===== src/rtl/ctrl_pkg.sv =====
// Shared types and encodings for the multi-cycle RV32I sequencer.
package ctrl_pkg;

    typedef enum logic [3:0] {
        S_FETCH,
        S_DECODE,
        S_MEMADR,
        S_MEMREAD,
        S_MEMWB,
        S_MEMWRITE,
        S_EXECR,
        S_EXECI,
        S_ALUWB,
        S_BRANCH,
        S_JAL,
        S_JALR_ADR,
        S_JALR
    } state_t;

    localparam logic [6:0] OP_LOAD   = 7'b0000011;
    localparam logic [6:0] OP_STORE  = 7'b0100011;
    localparam logic [6:0] OP_R      = 7'b0110011;
    localparam logic [6:0] OP_IMM    = 7'b0010011;
    localparam logic [6:0] OP_BRANCH = 7'b1100011;
    localparam logic [6:0] OP_JAL    = 7'b1101111;
    localparam logic [6:0] OP_JALR   = 7'b1100111;

    typedef enum logic [3:0] {
        ALU_ADD  = 4'b0000,
        ALU_SUB  = 4'b0001,
        ALU_SLL  = 4'b0010,
        ALU_SLT  = 4'b0011,
        ALU_SLTU = 4'b0100,
        ALU_XOR  = 4'b0101,
        ALU_SRL  = 4'b0110,
        ALU_SRA  = 4'b0111,
        ALU_OR   = 4'b1000,
        ALU_AND  = 4'b1001
    } alu_op_t;

    typedef enum logic [2:0] {
        IMM_I = 3'b000,
        IMM_S = 3'b001,
        IMM_B = 3'b010,
        IMM_J = 3'b101
    } imm_t;

    localparam logic       ADR_PC     = 1'b0;
    localparam logic       ADR_ALUOUT = 1'b1;
    localparam logic [1:0] SRCA_PC    = 2'b00;
    localparam logic [1:0] SRCA_OLDPC = 2'b01;
    localparam logic [1:0] SRCA_RS1   = 2'b10;
    localparam logic [1:0] SRCB_RS2   = 2'b00;
    localparam logic [1:0] SRCB_IMM   = 2'b01;
    localparam logic [1:0] SRCB_FOUR  = 2'b10;
    localparam logic [1:0] RES_ALUOUT = 2'b00;
    localparam logic [1:0] RES_RDATA  = 2'b01;
    localparam logic [1:0] RES_ALU    = 2'b10;

    typedef struct packed {
        logic       mem_req;
        logic       adr_src;
        logic       ir_write;
        logic       pc_write;
        logic       reg_write;
        logic       mem_write;
        logic [1:0] alu_src_a;
        logic [1:0] alu_src_b;
        logic [1:0] result_src;
        alu_op_t    alu_ctrl;
        imm_t       imm_src;
        logic       illegal;
    } ctrl_out_t;

    localparam ctrl_out_t CTRL_IDLE = '0;

    function automatic imm_t imm_for_opcode(input logic [6:0] opcode);
        case (opcode)
            OP_STORE:  return IMM_S;
            OP_BRANCH: return IMM_B;
            OP_JAL:    return IMM_J;
            default:   return IMM_I;
        endcase
    endfunction

endpackage


===== src/rtl/multicycle_ctrl_if.sv =====
// Controller <-> datapath/memory bundle; master is the controller side.
interface multicycle_ctrl_if #(
    parameter int Width = 32
);
    logic [Width-1:0] instr;
    logic             EQ;
    logic             mem_ready;
    logic             mem_req;
    logic             AdrSrc;
    logic             IRWrite;
    logic             PCWrite;
    logic             RegWrite;
    logic             MemWrite;
    logic [1:0]       ALUSrcA;
    logic [1:0]       ALUSrcB;
    logic [1:0]       ResultSrc;
    logic [3:0]       ALUctrl;
    logic [2:0]       ImmSrc;
    logic             illegal_instr;

    modport master (
        input  instr, EQ, mem_ready,
        output mem_req, AdrSrc, IRWrite, PCWrite, RegWrite, MemWrite,
               ALUSrcA, ALUSrcB, ResultSrc, ALUctrl, ImmSrc, illegal_instr
    );

    modport slave (
        output instr, EQ, mem_ready,
        input  mem_req, AdrSrc, IRWrite, PCWrite, RegWrite, MemWrite,
               ALUSrcA, ALUSrcB, ResultSrc, ALUctrl, ImmSrc, illegal_instr
    );
endinterface


===== src/rtl/alu_decoder.sv =====
// ALU operation decode for register-register and register-immediate ops.
module alu_decoder
    import ctrl_pkg::*;
(
    input  logic [6:0] opcode_i,
    input  logic [2:0] funct3_i,
    input  logic       funct7_b5_i,
    output alu_op_t    alu_ctrl_o
);

    always_comb begin
        // NOTE: default first so every path assigns the output and no latch is inferred.
        alu_ctrl_o = ALU_ADD;
        if (opcode_i == OP_R || opcode_i == OP_IMM) begin
            case (funct3_i)
                3'b000: alu_ctrl_o = (opcode_i == OP_R && funct7_b5_i) ? ALU_SUB : ALU_ADD;
                3'b001: alu_ctrl_o = ALU_SLL;
                3'b010: alu_ctrl_o = ALU_SLT;
                3'b011: alu_ctrl_o = ALU_SLTU;
                3'b100: alu_ctrl_o = ALU_XOR;
                3'b101: alu_ctrl_o = funct7_b5_i ? ALU_SRA : ALU_SRL;
                3'b110: alu_ctrl_o = ALU_OR;
                default: alu_ctrl_o = ALU_AND;
            endcase
        end
    end

endmodule


===== src/rtl/multicycle_ctrl.sv =====
// Multi-cycle RV32I control FSM. Define MULTICYCLE_CTRL_PERF_EN to add the retired_cnt counter.
module multicycle_ctrl
    import ctrl_pkg::*;
(
    input  logic                clk,
    input  logic                rst,
    multicycle_ctrl_if.master   bus
`ifdef MULTICYCLE_CTRL_PERF_EN
    ,
    output logic [31:0]         retired_cnt
`endif
);

    state_t    state_q, state_d;
    ctrl_out_t ctl;
    alu_op_t   dec_alu_op;

    logic [6:0] opcode;
    logic [2:0] funct3;
    logic       is_load;

    assign opcode  = bus.instr[6:0];
    assign funct3  = bus.instr[14:12];
    assign is_load = (opcode == OP_LOAD);

    alu_decoder u_alu_decoder (
        .opcode_i    (opcode),
        .funct3_i    (funct3),
        .funct7_b5_i (bus.instr[30]),
        .alu_ctrl_o  (dec_alu_op)
    );

    always_ff @(posedge clk or posedge rst) begin
        // NOTE: non-blocking assignments for all clocked state avoid ordering races between flops.
        if (rst) state_q <= S_FETCH;
        else     state_q <= state_d;
    end

    always_comb begin
        state_d = state_q;
        case (state_q)
            S_FETCH:    if (bus.mem_ready) state_d = S_DECODE;
            S_DECODE: begin
                case (opcode)
                    OP_LOAD, OP_STORE: state_d = S_MEMADR;
                    OP_R:              state_d = S_EXECR;
                    OP_IMM:            state_d = S_EXECI;
                    OP_BRANCH:         state_d = S_BRANCH;
                    OP_JAL:            state_d = S_JAL;
                    OP_JALR:           state_d = S_JALR_ADR;
                    default:           state_d = S_FETCH;
                endcase
            end
            S_MEMADR:   state_d = is_load ? S_MEMREAD : S_MEMWRITE;
            S_MEMREAD:  if (bus.mem_ready) state_d = S_MEMWB;
            S_MEMWRITE: if (bus.mem_ready) state_d = S_FETCH;
            S_EXECR,
            S_EXECI,
            S_JAL,
            S_JALR:     state_d = S_ALUWB;
            S_JALR_ADR: state_d = S_JALR;
            default:    state_d = S_FETCH;
        endcase
    end

    always_comb begin
        ctl = CTRL_IDLE;
        case (state_q)
            S_FETCH: begin
                ctl.mem_req    = 1'b1;
                ctl.adr_src    = ADR_PC;
                ctl.ir_write   = bus.mem_ready;
                ctl.pc_write   = bus.mem_ready;
                ctl.alu_src_a  = SRCA_PC;
                ctl.alu_src_b  = SRCB_FOUR;
                ctl.result_src = RES_ALU;
            end
            S_DECODE: begin
                ctl.alu_src_a = SRCA_OLDPC;
                ctl.alu_src_b = SRCB_IMM;
                ctl.imm_src   = imm_for_opcode(opcode);
                ctl.illegal   = !(opcode inside {OP_LOAD, OP_STORE, OP_R, OP_IMM,
                                                 OP_BRANCH, OP_JAL, OP_JALR});
            end
            S_MEMADR: begin
                ctl.alu_src_a = SRCA_RS1;
                ctl.alu_src_b = SRCB_IMM;
                ctl.imm_src   = is_load ? IMM_I : IMM_S;
            end
            S_MEMREAD: begin
                ctl.mem_req = 1'b1;
                ctl.adr_src = ADR_ALUOUT;
            end
            S_MEMWB: begin
                ctl.result_src = RES_RDATA;
                ctl.reg_write  = 1'b1;
            end
            S_MEMWRITE: begin
                ctl.mem_req   = 1'b1;
                ctl.adr_src   = ADR_ALUOUT;
                ctl.mem_write = bus.mem_ready;
            end
            S_EXECR: begin
                ctl.alu_src_a = SRCA_RS1;
                ctl.alu_src_b = SRCB_RS2;
                ctl.alu_ctrl  = dec_alu_op;
            end
            S_EXECI: begin
                ctl.alu_src_a = SRCA_RS1;
                ctl.alu_src_b = SRCB_IMM;
                ctl.imm_src   = IMM_I;
                ctl.alu_ctrl  = dec_alu_op;
            end
            S_ALUWB: begin
                ctl.result_src = RES_ALUOUT;
                ctl.reg_write  = 1'b1;
            end
            S_BRANCH: begin
                ctl.alu_src_a  = SRCA_RS1;
                ctl.alu_src_b  = SRCB_RS2;
                ctl.alu_ctrl   = ALU_SUB;
                ctl.result_src = RES_ALUOUT;
                ctl.pc_write   = (funct3 == 3'b000) ?  bus.EQ :
                                 (funct3 == 3'b001) ? !bus.EQ : 1'b0;
            end
            S_JAL, S_JALR: begin
                // Both states reload PC from ALUOut while the ALU forms OldPC+4 for the link.
                ctl.alu_src_a  = SRCA_OLDPC;
                ctl.alu_src_b  = SRCB_FOUR;
                ctl.result_src = RES_ALUOUT;
                ctl.pc_write   = 1'b1;
            end
            S_JALR_ADR: begin
                ctl.alu_src_a = SRCA_RS1;
                ctl.alu_src_b = SRCB_IMM;
                ctl.imm_src   = IMM_I;
            end
            default: ctl = CTRL_IDLE;
        endcase
        // Reset silences every control line at once, abandoning any access in flight.
        if (rst) ctl = CTRL_IDLE;
    end

    assign bus.mem_req       = ctl.mem_req;
    assign bus.AdrSrc        = ctl.adr_src;
    assign bus.IRWrite       = ctl.ir_write;
    assign bus.PCWrite       = ctl.pc_write;
    assign bus.RegWrite      = ctl.reg_write;
    assign bus.MemWrite      = ctl.mem_write;
    assign bus.ALUSrcA       = ctl.alu_src_a;
    assign bus.ALUSrcB       = ctl.alu_src_b;
    assign bus.ResultSrc     = ctl.result_src;
    assign bus.ALUctrl       = ctl.alu_ctrl;
    assign bus.ImmSrc        = ctl.imm_src;
    assign bus.illegal_instr = ctl.illegal;

`ifdef MULTICYCLE_CTRL_PERF_EN
    logic [31:0] retired_q, retired_d;
    logic        retire;

    assign retire = (state_q inside {S_ALUWB, S_MEMWB, S_BRANCH}) ||
                    (state_q == S_MEMWRITE && bus.mem_ready);

    always_comb begin
        retired_d = retired_q;
        if (retire) retired_d = retired_q + 32'd1;
    end

    always_ff @(posedge clk or posedge rst) begin
        if (rst) retired_q <= '0;
        else     retired_q <= retired_d;
    end

    assign retired_cnt = retired_q;
`endif

endmodule


===== src/flat_wrapper.sv =====
// flat-port wrapper written by rule: the top's interface ports become plain ports
module multicycle_ctrl_flat import ctrl_pkg::*;
  (clk, rst, bus_instr, bus_EQ, bus_mem_ready, bus_mem_req, bus_AdrSrc, bus_IRWrite, bus_PCWrite, bus_RegWrite, bus_MemWrite, bus_ALUSrcA, bus_ALUSrcB, bus_ResultSrc, bus_ALUctrl, bus_ImmSrc, bus_illegal_instr);
  multicycle_ctrl_if #(.Width(32)) bus_i ();
  input  logic clk;
  input  logic rst;
  input wire logic [$bits(bus_i.instr)-1:0] bus_instr;
  input wire logic [$bits(bus_i.EQ)-1:0] bus_EQ;
  input wire logic [$bits(bus_i.mem_ready)-1:0] bus_mem_ready;
  output wire logic [$bits(bus_i.mem_req)-1:0] bus_mem_req;
  output wire logic [$bits(bus_i.AdrSrc)-1:0] bus_AdrSrc;
  output wire logic [$bits(bus_i.IRWrite)-1:0] bus_IRWrite;
  output wire logic [$bits(bus_i.PCWrite)-1:0] bus_PCWrite;
  output wire logic [$bits(bus_i.RegWrite)-1:0] bus_RegWrite;
  output wire logic [$bits(bus_i.MemWrite)-1:0] bus_MemWrite;
  output wire logic [$bits(bus_i.ALUSrcA)-1:0] bus_ALUSrcA;
  output wire logic [$bits(bus_i.ALUSrcB)-1:0] bus_ALUSrcB;
  output wire logic [$bits(bus_i.ResultSrc)-1:0] bus_ResultSrc;
  output wire logic [$bits(bus_i.ALUctrl)-1:0] bus_ALUctrl;
  output wire logic [$bits(bus_i.ImmSrc)-1:0] bus_ImmSrc;
  output wire logic [$bits(bus_i.illegal_instr)-1:0] bus_illegal_instr;
  assign bus_i.instr = bus_instr;
  assign bus_i.EQ = bus_EQ;
  assign bus_i.mem_ready = bus_mem_ready;
  assign bus_mem_req = bus_i.mem_req;
  assign bus_AdrSrc = bus_i.AdrSrc;
  assign bus_IRWrite = bus_i.IRWrite;
  assign bus_PCWrite = bus_i.PCWrite;
  assign bus_RegWrite = bus_i.RegWrite;
  assign bus_MemWrite = bus_i.MemWrite;
  assign bus_ALUSrcA = bus_i.ALUSrcA;
  assign bus_ALUSrcB = bus_i.ALUSrcB;
  assign bus_ResultSrc = bus_i.ResultSrc;
  assign bus_ALUctrl = bus_i.ALUctrl;
  assign bus_ImmSrc = bus_i.ImmSrc;
  assign bus_illegal_instr = bus_i.illegal_instr;
  multicycle_ctrl u_core (.clk(clk), .rst(rst), .bus(bus_i));
endmodule

===== config.mk =====
export PLATFORM = sky130hd
export DESIGN_NAME = multicycle_ctrl_flat
export DESIGN_NICKNAME = d
export VERILOG_FILES = /design/src/rtl/ctrl_pkg.sv /design/src/rtl/multicycle_ctrl_if.sv /design/src/rtl/alu_decoder.sv /design/src/rtl/multicycle_ctrl.sv /design/src/flat_wrapper.sv
export SDC_FILE = /design/constraint.sdc
export NUM_CORES = 1
export LEC_CHECK = 0
export CAP_MARGIN = 20
export CELL_PAD_IN_SITES_DETAIL_PLACEMENT = 1
export CELL_PAD_IN_SITES_GLOBAL_PLACEMENT = 2
export CORE_MARGIN = 5
export CORE_UTILIZATION = 17
export DETAILED_ROUTE_END_ITERATION = 12
export GPL_TIMING_DRIVEN = 0
export PLACE_DENSITY_LB_ADDON = 0.1
export SYNTH_ARGS = -nofsm -noshare
export SYNTH_HDL_FRONTEND = slang
export SYNTH_SLANG_ARGS = --single-unit

===== constraint.sdc =====
create_clock -name clk -period 5.03 [get_ports clk]
set_input_delay 1.2575 -clock clk [delete_from_list [all_inputs] [get_ports clk]]
set_output_delay 1.2575 -clock clk [all_outputs]
set_load 0.02 [all_outputs]

==> metrics.md <==
| Metric | Value |
|---|---|
| Status | finished, final reports clean |
| CTS tree | yes |
| Setup TNS | 0 ns |
| Root Buffer | clkbuf_8 |
| Commonest non-fill, non-tap cell in the layout | clkdlybuf4s50_1 |
| RSZ-0062 raised after global routing | false |
| Post-Synthesis Cells | 120 |
| Max FFs per register | 4 |
| Area of the multi-input gates | between 600 and 700 sq um |
| Crit path DAT | between 3 and 4 ns |
| H-tree levels | 1 |
| Max_slew headroom | 0.650 |
| Sink Count | 4 |
| Syn_nets | 156 |
| Fillers | approximately 540 |
| Total grt overflow | 0 |
| CTS Buffer Depth | 2 |
| Hold Buf Count CTS | 0 |
| CP cell instances | clkdlybuf4s50_1, nor3_2, nand4_1, or3_1, nor2_1, clkdlybuf4s50_1 |
| Warnings from Yosys | 0 |
| Static Leak | 0.435 nW |
| Final ANT Viol Nets | 0 |
| Initial drt markers | 56 |
| Final Util | 0.276 |
| Peak Freq | roughly 210 MHz |
| DR pass1 iterations | 4 |
| CP Capture Type | primary output |
| Clk Latency, worst-skew pair | between 0.2 and 0.25 ns |
| Total Wirelength | ~3300 microns |
| Max-slew violation count | 0 |
| Hold crit path type | reg -> reg |
| Crit Path Class | in -> out |
| Final worst path period need | around 4.8 ns |
| Ys async rst share | 1.00 |
| Cell area after synthesis | around 770 sq um |
| Layout cells sized above 1 | 0.0769 |
| Max-cap viol count | 0 |
| Synth cell types | 38 |
| Slew @ Worst Pin | 0.522 ns |
| Postcts setup bufs | 0 |
| TritonCTS Buffers | 3 |
| Vias in the first global route | 1191 |
| EDFF count, synth | 0 |
| Total track usage | 0.120 |
| Row count | 24 |
| # IOs | 56 |
| DIE WIDTH | roughly 77 microns |
| Main synth FF type | dfrtp_1 |
| Layout net count | about 190 |
| Pwr Density | between 300 and 400 mW/mm^2 |
| Hold Fails Final Rpt | 0 |
| Port bufs | 33 |
| Vias post-DR | roughly 1.1k |
| Crit path max fanout | 6 |
| Final worst slack | about 0.28 ns |
| First-pass GRT wire length | between 5000 and 6000 microns |
| Biggest register | u_core.state_q |
| Register area | approximately 100 sq um |
| Seq/Total Area, Yosys | 0.131 |
| Core ar. | 0.00435 sq mm |
| Avg Cell Area, Syn | approximately 6.4 sq um |
| Drt drc | 0 |
| Full die area | roughly 0.0059 sq mm |
| Largest net degree at the start of global routing | 11 |
| CP max stage cell | clkdlybuf4s50_1 |
| Fin Clk Skew | 0.000893 ns |
| Die H | ~77 microns |
| #FFs+latches synth | 4 |
| GP Congestion | about 0.77 |
| Mean number of vias per cell | a little over 5 |
| Resized Gates After CTS | 0 |
| HPWL after DPL | 2730 microns |
| Final Cycle Share | 0.945 |
| Startpoint Class | input port |
| Initial antenna violation count | 0 |
| Pre-CTS WS | ~0.24 ns |
| Most frequent cells in the layout | clkdlybuf4s50_1 (33), nand2_1 (14), nor2_1 (13) |
| Req. time, crit path | 3.77 ns |
| CP max stage delay | 0.63 ns |
| ANT cells | 0 |
| Clock Pin Slew Worst Setup and Hold Paths | roughly 0.030 ns |
| Area growth from synthesis to layout | 57.0% |
| Top cell by count, worst path | clkdlybuf4s50_1 |
| WL/cell | 15.9 microns |
| Initial Util | 0.176 |
| Final Power | around 0.37 mW |
| Worst vdd ir | between 0.07 and 0.08 mV |
| Final setup viols | 0 |
| Largest regs | u_core.state_q: 4 flops |
[Yosys cell counts (all sizes together) (4+ instances only)]
master	count	area, sq um
nand2b	4	25.0
nor2	13	48.8
nor2b	7	43.8
or3	4	25.0
buf	6	30.0
nor3	10	55.1
dfrtp	4	100
nand3	6	35.0
nand2	14	52.6
o21ai	8	40.0
a21oi	10	50.1
[power by group]
part | total, mW | internal [mW] | switching [mW] | leakage [nW]
Combinational | 0.251 | 0.107 | 0.144 | 0.360
Clock | 0.0674 | 0.0510 | 0.0164 | 0.0216
Sequential | 0.0480 | 0.0394 | 0.00862 | 0.0536
Total | 0.366 | 0.198 | 0.169 | 0.435
[routing by layer]
metal / vias up / global-route usage / part of all wire
met5: - / 0 / 0
met4: 0 / 0.0412 / 0.013
met3: 4 / 0.0258 / 0.046
met2: 25 / 0.202 / 0.49
met1: 508 / 0.150 / 0.45
li1: 518 / - / -
[final timing paths]
check / startpoint / end / slack, ns / depth (start not counted)
worst max-delay path: bus_instr[2] / bus_ALUctrl[1] / 0.28 / 6
min in group asynchronous: rst / u_core.state_q[3]$_DFFE_PP0P_ / 1.71 / 3
worst min-delay path: u_core.state_q[2]$_DFFE_PP0P_ / u_core.state_q[1]$_DFFE_PP0P_ / 0.70 / 3
worst min register to register: u_core.state_q[2]$_DFFE_PP0P_ / u_core.state_q[1]$_DFFE_PP0P_ / 0.70 / 3
max in group asynchronous: rst / u_core.state_q[2]$_DFFE_PP0P_ / 3.14 / 3
worst max register to register: u_core.state_q[0]$_DFFE_PP0P_ / u_core.state_q[3]$_DFFE_PP0P_ / 3.55 / 4
[kinds of logic (layout without fill, tap and decap cells)]
| kind of cell | count (synthesis) | count (layout) | synth area share |
|---|---|---|---|
| AO/OA/AOI/OAI | 31 | 31 | 0.268 |
| XOR/XNOR | 3 | 3 | 0.0343 |
| buffers and inverters | 11 | 47 | 0.0637 |
| multiplexers | 2 | 2 | 0.0278 |
| flip-flops | 4 | 4 | 0.131 |
| AND/OR/NAND/NOR | 69 | 69 | 0.475 |
[per-stage QoR]
| step | hold slack, ns | cells | cell area (sq um) |
|---|---|---|---|
| 2_1_floorplan | 0.598 | 120 | 766 |
| 3_3_place_gp | 0.726 | 205 | 1160 |
| 3_5_place_dp | 0.717 | 205 | 1160 |
| 4_1_cts | 0.721 | 208 | 1200 |
| 5_1_grt | 0.766 | 208 | 1200 |
| 6_report | 0.696 | 208 | 1200 |
[worst max-delay path, delay by kind of cell]
kind	cells	cell delay, ns
buffers and inverters	2	1.15
AND/OR/NAND/NOR	4	1.09
[layout make-up]
cell class | count | area share
multi-input combinational | 105 | 0.513
timing repair buffer | 33 | 0.275
sequential | 4 | 0.0832
tap | 52 | 0.0541
clock buffer | 3 | 0.0343
buffer | 9 | 0.0343
inverter | 2 | 0.00624
Note: power is estimated with default switching activity, not from simulation.
